## src/rtl/branch_target_pkg.sv

```systemverilog
// Shared encodings and helpers for the set-associative branch target buffer.
package branch_target_pkg;

  // Widest address and counter the helpers accept; callers cast to their own widths.
  localparam int unsigned ADDR_MAX_W = 64;
  localparam int unsigned CNT_MAX_W  = 8;

  // Direction counter encodings for the default 2-bit counter.
  localparam logic [1:0] STRONG_NT = 2'b00;
  localparam logic [1:0] WEAK_NT   = 2'b01;
  localparam logic [1:0] WEAK_T    = 2'b10;
  localparam logic [1:0] STRONG_T  = 2'b11;

  // Set index: word-aligned address bits just above the byte offset.
  function automatic logic [ADDR_MAX_W-1:0] addr_index(input logic [ADDR_MAX_W-1:0] addr,
                                                       input int unsigned index_bits);
    logic [ADDR_MAX_W-1:0] mask;
    mask = (ADDR_MAX_W'(1) << index_bits) - ADDR_MAX_W'(1);
    return (addr >> 2) & mask;
  endfunction

  // Tag: everything above the set index.
  function automatic logic [ADDR_MAX_W-1:0] addr_tag(input logic [ADDR_MAX_W-1:0] addr,
                                                     input int unsigned index_bits);
    return addr >> (index_bits + 2);
  endfunction

  // Freshly allocated entries start weakly taken: MSB set, all other bits clear.
  function automatic logic [CNT_MAX_W-1:0] cnt_weak_taken(input int unsigned bits);
    return CNT_MAX_W'(CNT_MAX_W'(1) << (bits - 1));
  endfunction

  // Saturating increment at 2^bits-1.
  function automatic logic [CNT_MAX_W-1:0] cnt_sat_inc(input logic [CNT_MAX_W-1:0] c,
                                                       input int unsigned bits);
    logic [CNT_MAX_W-1:0] max;
    max = CNT_MAX_W'((16'(1) << bits) - 16'(1));
    return (c >= max) ? c : c + CNT_MAX_W'(1);
  endfunction

  // Saturating decrement at 0.
  function automatic logic [CNT_MAX_W-1:0] cnt_sat_dec(input logic [CNT_MAX_W-1:0] c);
    return (c == '0) ? c : c - CNT_MAX_W'(1);
  endfunction

endpackage

```

## src/rtl/btb_way.sv

```systemverilog
// One way of the BTB: per-set valid/tag/target/counter with two combinational
// read ports (fetch lookup, Ex training) and a single write port at the Ex index.
module btb_way #(
  parameter int unsigned DATA_WIDTH = 32,
  parameter int unsigned INDEX_BITS = 3,
  parameter int unsigned CNT_BITS   = 2,
  parameter int unsigned TAG_BITS   = DATA_WIDTH - 2 - INDEX_BITS
) (
  input  logic                  clk,
  input  logic                  rst,
  input  logic                  flush,
  input  logic [INDEX_BITS-1:0] lk_idx,
  output logic                  lk_valid_c,
  output logic [TAG_BITS-1:0]   lk_tag_c,
  output logic [DATA_WIDTH-1:0] lk_target_c,
  output logic                  lk_taken_c,
  input  logic [INDEX_BITS-1:0] ex_idx,
  output logic                  ex_valid_c,
  output logic [TAG_BITS-1:0]   ex_tag_c,
  output logic [DATA_WIDTH-1:0] ex_target_c,
  output logic [CNT_BITS-1:0]   ex_cnt_c,
  input  logic                  we,
  input  logic [TAG_BITS-1:0]   wr_tag,
  input  logic [DATA_WIDTH-1:0] wr_target,
  input  logic [CNT_BITS-1:0]   wr_cnt
);

  localparam int unsigned SETS = 1 << INDEX_BITS;

  logic [SETS-1:0]       valid_q;
  logic [TAG_BITS-1:0]   tag_q    [SETS];
  logic [DATA_WIDTH-1:0] target_q [SETS];
  logic [CNT_BITS-1:0]   cnt_q    [SETS];

  // Storage: async clear, flush drops valid only, otherwise single-entry write.
  always_ff @(posedge clk or posedge rst) begin
    if (rst) begin
      valid_q <= '0;
      for (int s = 0; s < int'(SETS); s++) begin
        tag_q[s]    <= '0;
        target_q[s] <= '0;
        cnt_q[s]    <= '0;
      end
    end else if (flush) begin
      valid_q <= '0;
    end else if (we) begin
      valid_q[ex_idx]  <= 1'b1;
      tag_q[ex_idx]    <= wr_tag;
      target_q[ex_idx] <= wr_target;
      cnt_q[ex_idx]    <= wr_cnt;
    end
  end

  // Combinational read ports.
  always_comb begin
    lk_valid_c  = valid_q[lk_idx];
    lk_tag_c    = tag_q[lk_idx];
    lk_target_c = target_q[lk_idx];
    lk_taken_c  = cnt_q[lk_idx][CNT_BITS-1];
    ex_valid_c  = valid_q[ex_idx];
    ex_tag_c    = tag_q[ex_idx];
    ex_target_c = target_q[ex_idx];
    ex_cnt_c    = cnt_q[ex_idx];
  end

endmodule

```

## src/rtl/branch_target_assoc.sv

```systemverilog
// N-way set-associative BTB with saturating direction counters and a
// per-set round-robin victim pointer. Lookup is same-cycle; training lands
// at the next edge.
module branch_target_assoc
  import branch_target_pkg::*;
#(
  parameter int unsigned DATA_WIDTH = 32,
  parameter int unsigned INDEX_BITS = 3,
  parameter int unsigned WAYS       = 2,
  parameter int unsigned CNT_BITS   = 2
) (
  input  logic                  clk,
  input  logic                  rst,
  input  logic [DATA_WIDTH-1:0] PC,
  output logic                  Hit,
  output logic                  Pred_Taken,
  output logic [DATA_WIDTH-1:0] Target_Add,
  input  logic [DATA_WIDTH-1:0] PC_Ex,
  input  logic [DATA_WIDTH-1:0] PC_ALU,
  input  logic                  Br_Detected,
  input  logic                  Br_Taken,
  input  logic                  Stall_Detected,
  input  logic                  Flush
);

  localparam int unsigned TAG_BITS = DATA_WIDTH - 2 - INDEX_BITS;
  localparam int unsigned SETS     = 1 << INDEX_BITS;
  localparam int unsigned WAY_BITS = (WAYS > 1) ? $clog2(WAYS) : 1;

  logic [INDEX_BITS-1:0] lk_idx, ex_idx;
  logic [TAG_BITS-1:0]   lk_tag, ex_tag;

  logic [WAYS-1:0]       lk_valid, lk_taken, ex_valid, way_we;
  logic [TAG_BITS-1:0]   lk_tag_rd    [WAYS];
  logic [DATA_WIDTH-1:0] lk_target_rd [WAYS];
  logic [TAG_BITS-1:0]   ex_tag_rd    [WAYS];
  logic [DATA_WIDTH-1:0] ex_target_rd [WAYS];
  logic [CNT_BITS-1:0]   ex_cnt_rd    [WAYS];

  logic [TAG_BITS-1:0]   wr_tag;
  logic [DATA_WIDTH-1:0] wr_target;
  logic [CNT_BITS-1:0]   wr_cnt;

  logic [WAY_BITS-1:0]   ptr_q [SETS];
  logic                  ptr_adv;
  logic [WAY_BITS-1:0]   ptr_next;

  logic                  upd;
  logic                  ex_hit, any_inv;
  logic [WAY_BITS-1:0]   ex_way, inv_way, victim;

  // Address split for both the fetch and the Ex-stage PC.
  always_comb begin
    lk_idx = INDEX_BITS'(addr_index(ADDR_MAX_W'(PC), INDEX_BITS));
    lk_tag = TAG_BITS'(addr_tag(ADDR_MAX_W'(PC), INDEX_BITS));
    ex_idx = INDEX_BITS'(addr_index(ADDR_MAX_W'(PC_Ex), INDEX_BITS));
    ex_tag = TAG_BITS'(addr_tag(ADDR_MAX_W'(PC_Ex), INDEX_BITS));
  end

  for (genvar g = 0; g < int'(WAYS); g++) begin : g_way
    btb_way #(
      .DATA_WIDTH (DATA_WIDTH),
      .INDEX_BITS (INDEX_BITS),
      .CNT_BITS   (CNT_BITS),
      .TAG_BITS   (TAG_BITS)
    ) u_way (
      .clk         (clk),
      .rst         (rst),
      .flush       (Flush),
      .lk_idx      (lk_idx),
      .lk_valid_c  (lk_valid[g]),
      .lk_tag_c    (lk_tag_rd[g]),
      .lk_target_c (lk_target_rd[g]),
      .lk_taken_c  (lk_taken[g]),
      .ex_idx      (ex_idx),
      .ex_valid_c  (ex_valid[g]),
      .ex_tag_c    (ex_tag_rd[g]),
      .ex_target_c (ex_target_rd[g]),
      .ex_cnt_c    (ex_cnt_rd[g]),
      .we          (way_we[g]),
      .wr_tag      (wr_tag),
      .wr_target   (wr_target),
      .wr_cnt      (wr_cnt)
    );
  end

  // Fetch lookup; scanning downward lets the lowest matching way win.
  always_comb begin
    Hit        = 1'b0;
    Pred_Taken = 1'b0;
    Target_Add = '0;
    for (int w = int'(WAYS) - 1; w >= 0; w--) begin
      if (lk_valid[w] && (lk_tag_rd[w] == lk_tag)) begin
        Hit        = 1'b1;
        Pred_Taken = lk_taken[w];
        Target_Add = lk_target_rd[w];
      end
    end
  end

  // Ex-side match and lowest invalid way in the training set.
  always_comb begin
    ex_hit  = 1'b0;
    ex_way  = '0;
    any_inv = 1'b0;
    inv_way = '0;
    for (int w = int'(WAYS) - 1; w >= 0; w--) begin
      if (ex_valid[w] && (ex_tag_rd[w] == ex_tag)) begin
        ex_hit = 1'b1;
        ex_way = WAY_BITS'(w);
      end
      if (!ex_valid[w]) begin
        any_inv = 1'b1;
        inv_way = WAY_BITS'(w);
      end
    end
  end

  // Training decision: counter/target update on hit, allocation on taken miss.
  always_comb begin
    upd       = Br_Detected & ~Stall_Detected & ~Flush;
    way_we    = '0;
    wr_tag    = ex_tag;
    wr_target = PC_ALU;
    wr_cnt    = CNT_BITS'(cnt_weak_taken(CNT_BITS));
    ptr_adv   = 1'b0;
    victim    = any_inv ? inv_way : ptr_q[ex_idx];
    ptr_next  = (WAYS == 1) ? '0 : ptr_q[ex_idx] + WAY_BITS'(1);
    if (upd) begin
      if (ex_hit) begin
        way_we[ex_way] = 1'b1;
        if (Br_Taken) begin
          wr_cnt = CNT_BITS'(cnt_sat_inc(CNT_MAX_W'(ex_cnt_rd[ex_way]), CNT_BITS));
        end else begin
          wr_target = ex_target_rd[ex_way];
          wr_cnt    = CNT_BITS'(cnt_sat_dec(CNT_MAX_W'(ex_cnt_rd[ex_way])));
        end
      end else if (Br_Taken) begin
        way_we[victim] = 1'b1;
        ptr_adv        = ~any_inv;
      end
    end
  end

  // Round-robin victim pointers, cleared by reset and flush.
  always_ff @(posedge clk or posedge rst) begin
    if (rst) begin
      for (int s = 0; s < int'(SETS); s++) ptr_q[s] <= '0;
    end else if (Flush) begin
      for (int s = 0; s < int'(SETS); s++) ptr_q[s] <= '0;
    end else if (ptr_adv) begin
      ptr_q[ex_idx] <= ptr_next;
    end
  end

endmodule

```

## config.mk

```make
export PLATFORM = sky130hd
export DESIGN_NAME = branch_target_assoc
export DESIGN_NICKNAME = d
export VERILOG_FILES = /design/src/rtl/branch_target_pkg.sv /design/src/rtl/btb_way.sv /design/src/rtl/branch_target_assoc.sv
export SDC_FILE = /design/constraint.sdc
export NUM_CORES = 2
export LEC_CHECK = 0
export ABC_AREA = 0
export CAP_MARGIN = 20
export CORE_ASPECT_RATIO = 1.1
export CORE_MARGIN = 2
export CORE_UTILIZATION = 29
export DETAILED_ROUTE_END_ITERATION = 8
export SYNTH_ARGS = -nofsm -noshare
export SYNTH_HDL_FRONTEND = slang
export SYNTH_SLANG_ARGS = --single-unit
```

## constraint.sdc

```tcl
create_clock -name clk -period 38.5 [get_ports clk]
set_input_delay 5.775 -clock clk [delete_from_list [all_inputs] [get_ports clk]]
set_output_delay 5.775 -clock clk [all_outputs]
set_load 0.05 [all_outputs]
```

==> out/results.ini <==
[power]
p_sw_share_pct = 26.3
ir_drop_mv = 0.0357
power.density_nw_per_um2 = 40.6
intPower_w = 0.00187
p_comb_share_pct = 12.9
p_seq_share_pct = 46.3
pwr-share-clk_pct = 40.7
switchingPower_w = 0.000666
leakage_nw = 27.0

[sta]
grt_setup_unrepaired = false
maxSlewViolCount = 0
max_slew_margin_pct = 20.9
hold_violations = 0
skew_ns = 0.0319
fmax_ghz = 0.0578
setup_tns_ns = 0
fin_crit_ns = 17.30
worstMarginPinSlew_ns = 1.18
fin_crit_sh_pct = 44.9
setup_viol = 0

[flow_run]
maxCapViolCount = 0

[route]
drc = 0
drtPass1Iterations = 6
dr_total_vias = 39704
wl_per_cell_um = 26.8
viasPerCell = 5.67
ant_nets = 0
drtIter0Drc = 3883
routed_wl_mm = 188

[synthesis]
synth-simple-area-share_pct = 5.73
synth_edf_count = 0
ys_warn_count = 0
ys_ff_latch = 1000
synth_top_cell_area_share_pct = 45.6
synth_compound_area_share_pct = 11.7
muxShareOfSynthArea_pct = 32.0
synth-seq-area-share_pct = 45.6
synthXorXnorAreaFrac_pct = 1.13
syn_area_per_cell_sq_um = 12.3
synthesis.area_sq_um = 54900
synth_top_family_by_area = multiplexers
synth_ff_type = dfrtp_1
ys_top_cells_by_area = dfrtp_1 (46%), mux2_2 (15%), mux4_2 (11%)
synthAdderAreaFrac_pct = 0.0547
syn_nets = 4551
ys_types = 77
async_reset_ff_share_pct = 100
yosys.area.top_type = dfrtp_1
netlist_instances = 4449

[critical_path]
worst_setup_path_end_kind = primary output
startpoint_type = input pin
cpMostUsedCell = buf_4
critPathBufInv = 4
criticalPathCategory = in -> out
slowest_delay_ns = 1.00
required_ns = 32.72
slowest_stage = clkdlybuf4s50_1
cp_max_fo = 66
critical_path.top_delay_family = buffers and inverters
crit_chain = buf_8, buf_4, mux4_2, mux2i_1, xor2_1, nand4_1, or4_1, nor2_4, buf_4, nand2_1, o31ai_1, clkdlybuf4s50_1
rrSetupSlack_ns = 32.99
cp.arrival_ns = 11.52

[floorplan]
dieArea_sq_um = 193000
core_area_sq_um = 188000
dieHeight_um = 460
rows = 167
die_x_um = 419
start_util_pct = 29.2
io_pins = 136

[cells_and_area]
fillers = 18719
final_util_pct = 33.1
area_growth_pct = 13.5
final_common_cell = dfrtp_1
nNetsFinal = 4483
drive_gt1_share_pct = 31.2
stdcell_area_sq_um = 62300
mostFrequentLayoutCells = dfrtp_1 (1000), mux2_2 (729), nand2_1 (443), mux2i_1 (309), mux4_2 (276)

[clock_network]
clock_latency_ns = 0.72
ctsHoldBuffers = 0
postCtsSetupRepairBufs = 0
cts_tree = yes
cts_made_buffers = 101
h-tree-depth = 3
clock_sinks = 1000
cts_root_buffer = clkbuf_16
cts-resized-gates = 0
max-clock-path-buffers = 3
clk_pin_slew_worst_paths_ns = 0.06

[grt]
antenna_found_initial = 17
grt_pass1_wl_mm = 276
grt_overflow = 0
first_global_vias = 39663
track_usage_pct = 19.2
grt_max_degree = 133

[hold_path]
hold_class = reg -> reg

[outcome]
status = complete, no violations

[place]
dp_hpwl_mm = 113
placed_cell_area_sq_um = 58800
place.gp.congestion = 0.859
io_buffers = 131

[sequential cells by signal, summed over array words and instances (netlist names)]
signal and cells:
g_way.u_way.tag_q 432, g_way.u_way.target_q 512, g_way.u_way.cnt_q 32, ptr_q 8, g_way.u_way.valid_q 16
[layout make-up]
class	count	area [sq um]	share of cell area, %
diodes	7	17.5	0.0281
multi-input cells	2983	28100	45.1
flip-flops and latches	1000	25000	40.2
repair buffers	268	2480	3.97
clock buffers	150	3030	4.87
clock inverters	27	354	0.568
well taps	2535	3170	5.09
inverters	27	109	0.175
[final timing paths]
check / end / from / cells past startpoint
max in group asynchronous: g_way[1].u_way.target_q[230] / rst / 6
hold / removal: g_way[1].u_way.cnt_q[8] / g_way[1].u_way.cnt_q[8] / 2
hold reg to reg: g_way[1].u_way.cnt_q[8] / g_way[1].u_way.cnt_q[8] / 2
min in group asynchronous: g_way[1].u_way.target_q[81] / rst / 2
setup / recovery: Target_Add[10] / PC[2] / 12
setup reg to reg: g_way[0].u_way.tag_q[38] / g_way[1].u_way.tag_q[132] / 9
[synthesized netlist by cell type (all sizes together) (8+ instances only)]
cell and count:
dfrtp 1000, mux2 731, nand3b 9, nor3 24, or3 8, o31ai 252
nor2 75, o22ai 38, mux2i 309, nor4 13, nor2b 15, o211ai 10
and2 9, a211oi 17, o2111ai 13, o22a 9, and3 21, xnor2 34
a22o 27, mux4 276, clkbuf 221, buf 218, nand3 15, a221o 17
nand2 443, a221oi 48, a22oi 119, a32oi 9, inv 26, o221ai 9
o21ai 223, a21oi 63, xor2 37, nand4 28
[metrics by stage]
stage | total power (W) | hold WS (ns) | std cells | setup WS, ns
after floorplan | 0.00141 | 0.450 | 4449 | 4.59
after global placement | 0.00151 | 0.463 | 6801 | 21.20
after detailed placement | 0.00152 | 0.472 | 6803 | 21.22
after CTS | 0.00254 | 0.484 | 6980 | 21.18
after global routing | 0.00262 | 0.502 | 6995 | 20.97
final | 0.00253 | 0.482 | 6997 | 21.20
[metal layers]
| metal | routed length, um | global-route usage [%] | up-vias | part of all wire (%) |
|---|---|---|---|---|
| li1 | - | - | 16785 | - |
| met1 | 78500 | 25.7 | 20768 | 42 |
| met2 | 86200 | 30.0 | 1775 | 46 |
| met3 | 15500 | 4.07 | 368 | 8.3 |
| met4 | 7560 | 7.72 | 8 | 4.0 |
| met5 | 47 | 0 | - | 0.025 |
[cell families after synthesis]
kind of cell | Yosys count
fa+ha+maj | 3
xor+xnor | 71
mux | 1316
flops | 1000
buf+inv | 466
compound gates | 896
simple gates | 697
[tightest hold or removal path, cell delays in order (launching register included)]
cell     delay, ns
dfrtp_1       0.34
nand2_1       0.04
o21ai_0       0.06
[power groups by stage]
stage               clock network (W)  logic, W  registers, W
floorplan                           0  0.000233       0.00118
global placement                    0  0.000320       0.00119
detailed placement                  0  0.000325       0.00119
CTS                           0.00105  0.000326       0.00117
global route                  0.00109  0.000351       0.00118
finish                        0.00103  0.000328       0.00117
Power figures use the tool's default switching activity.
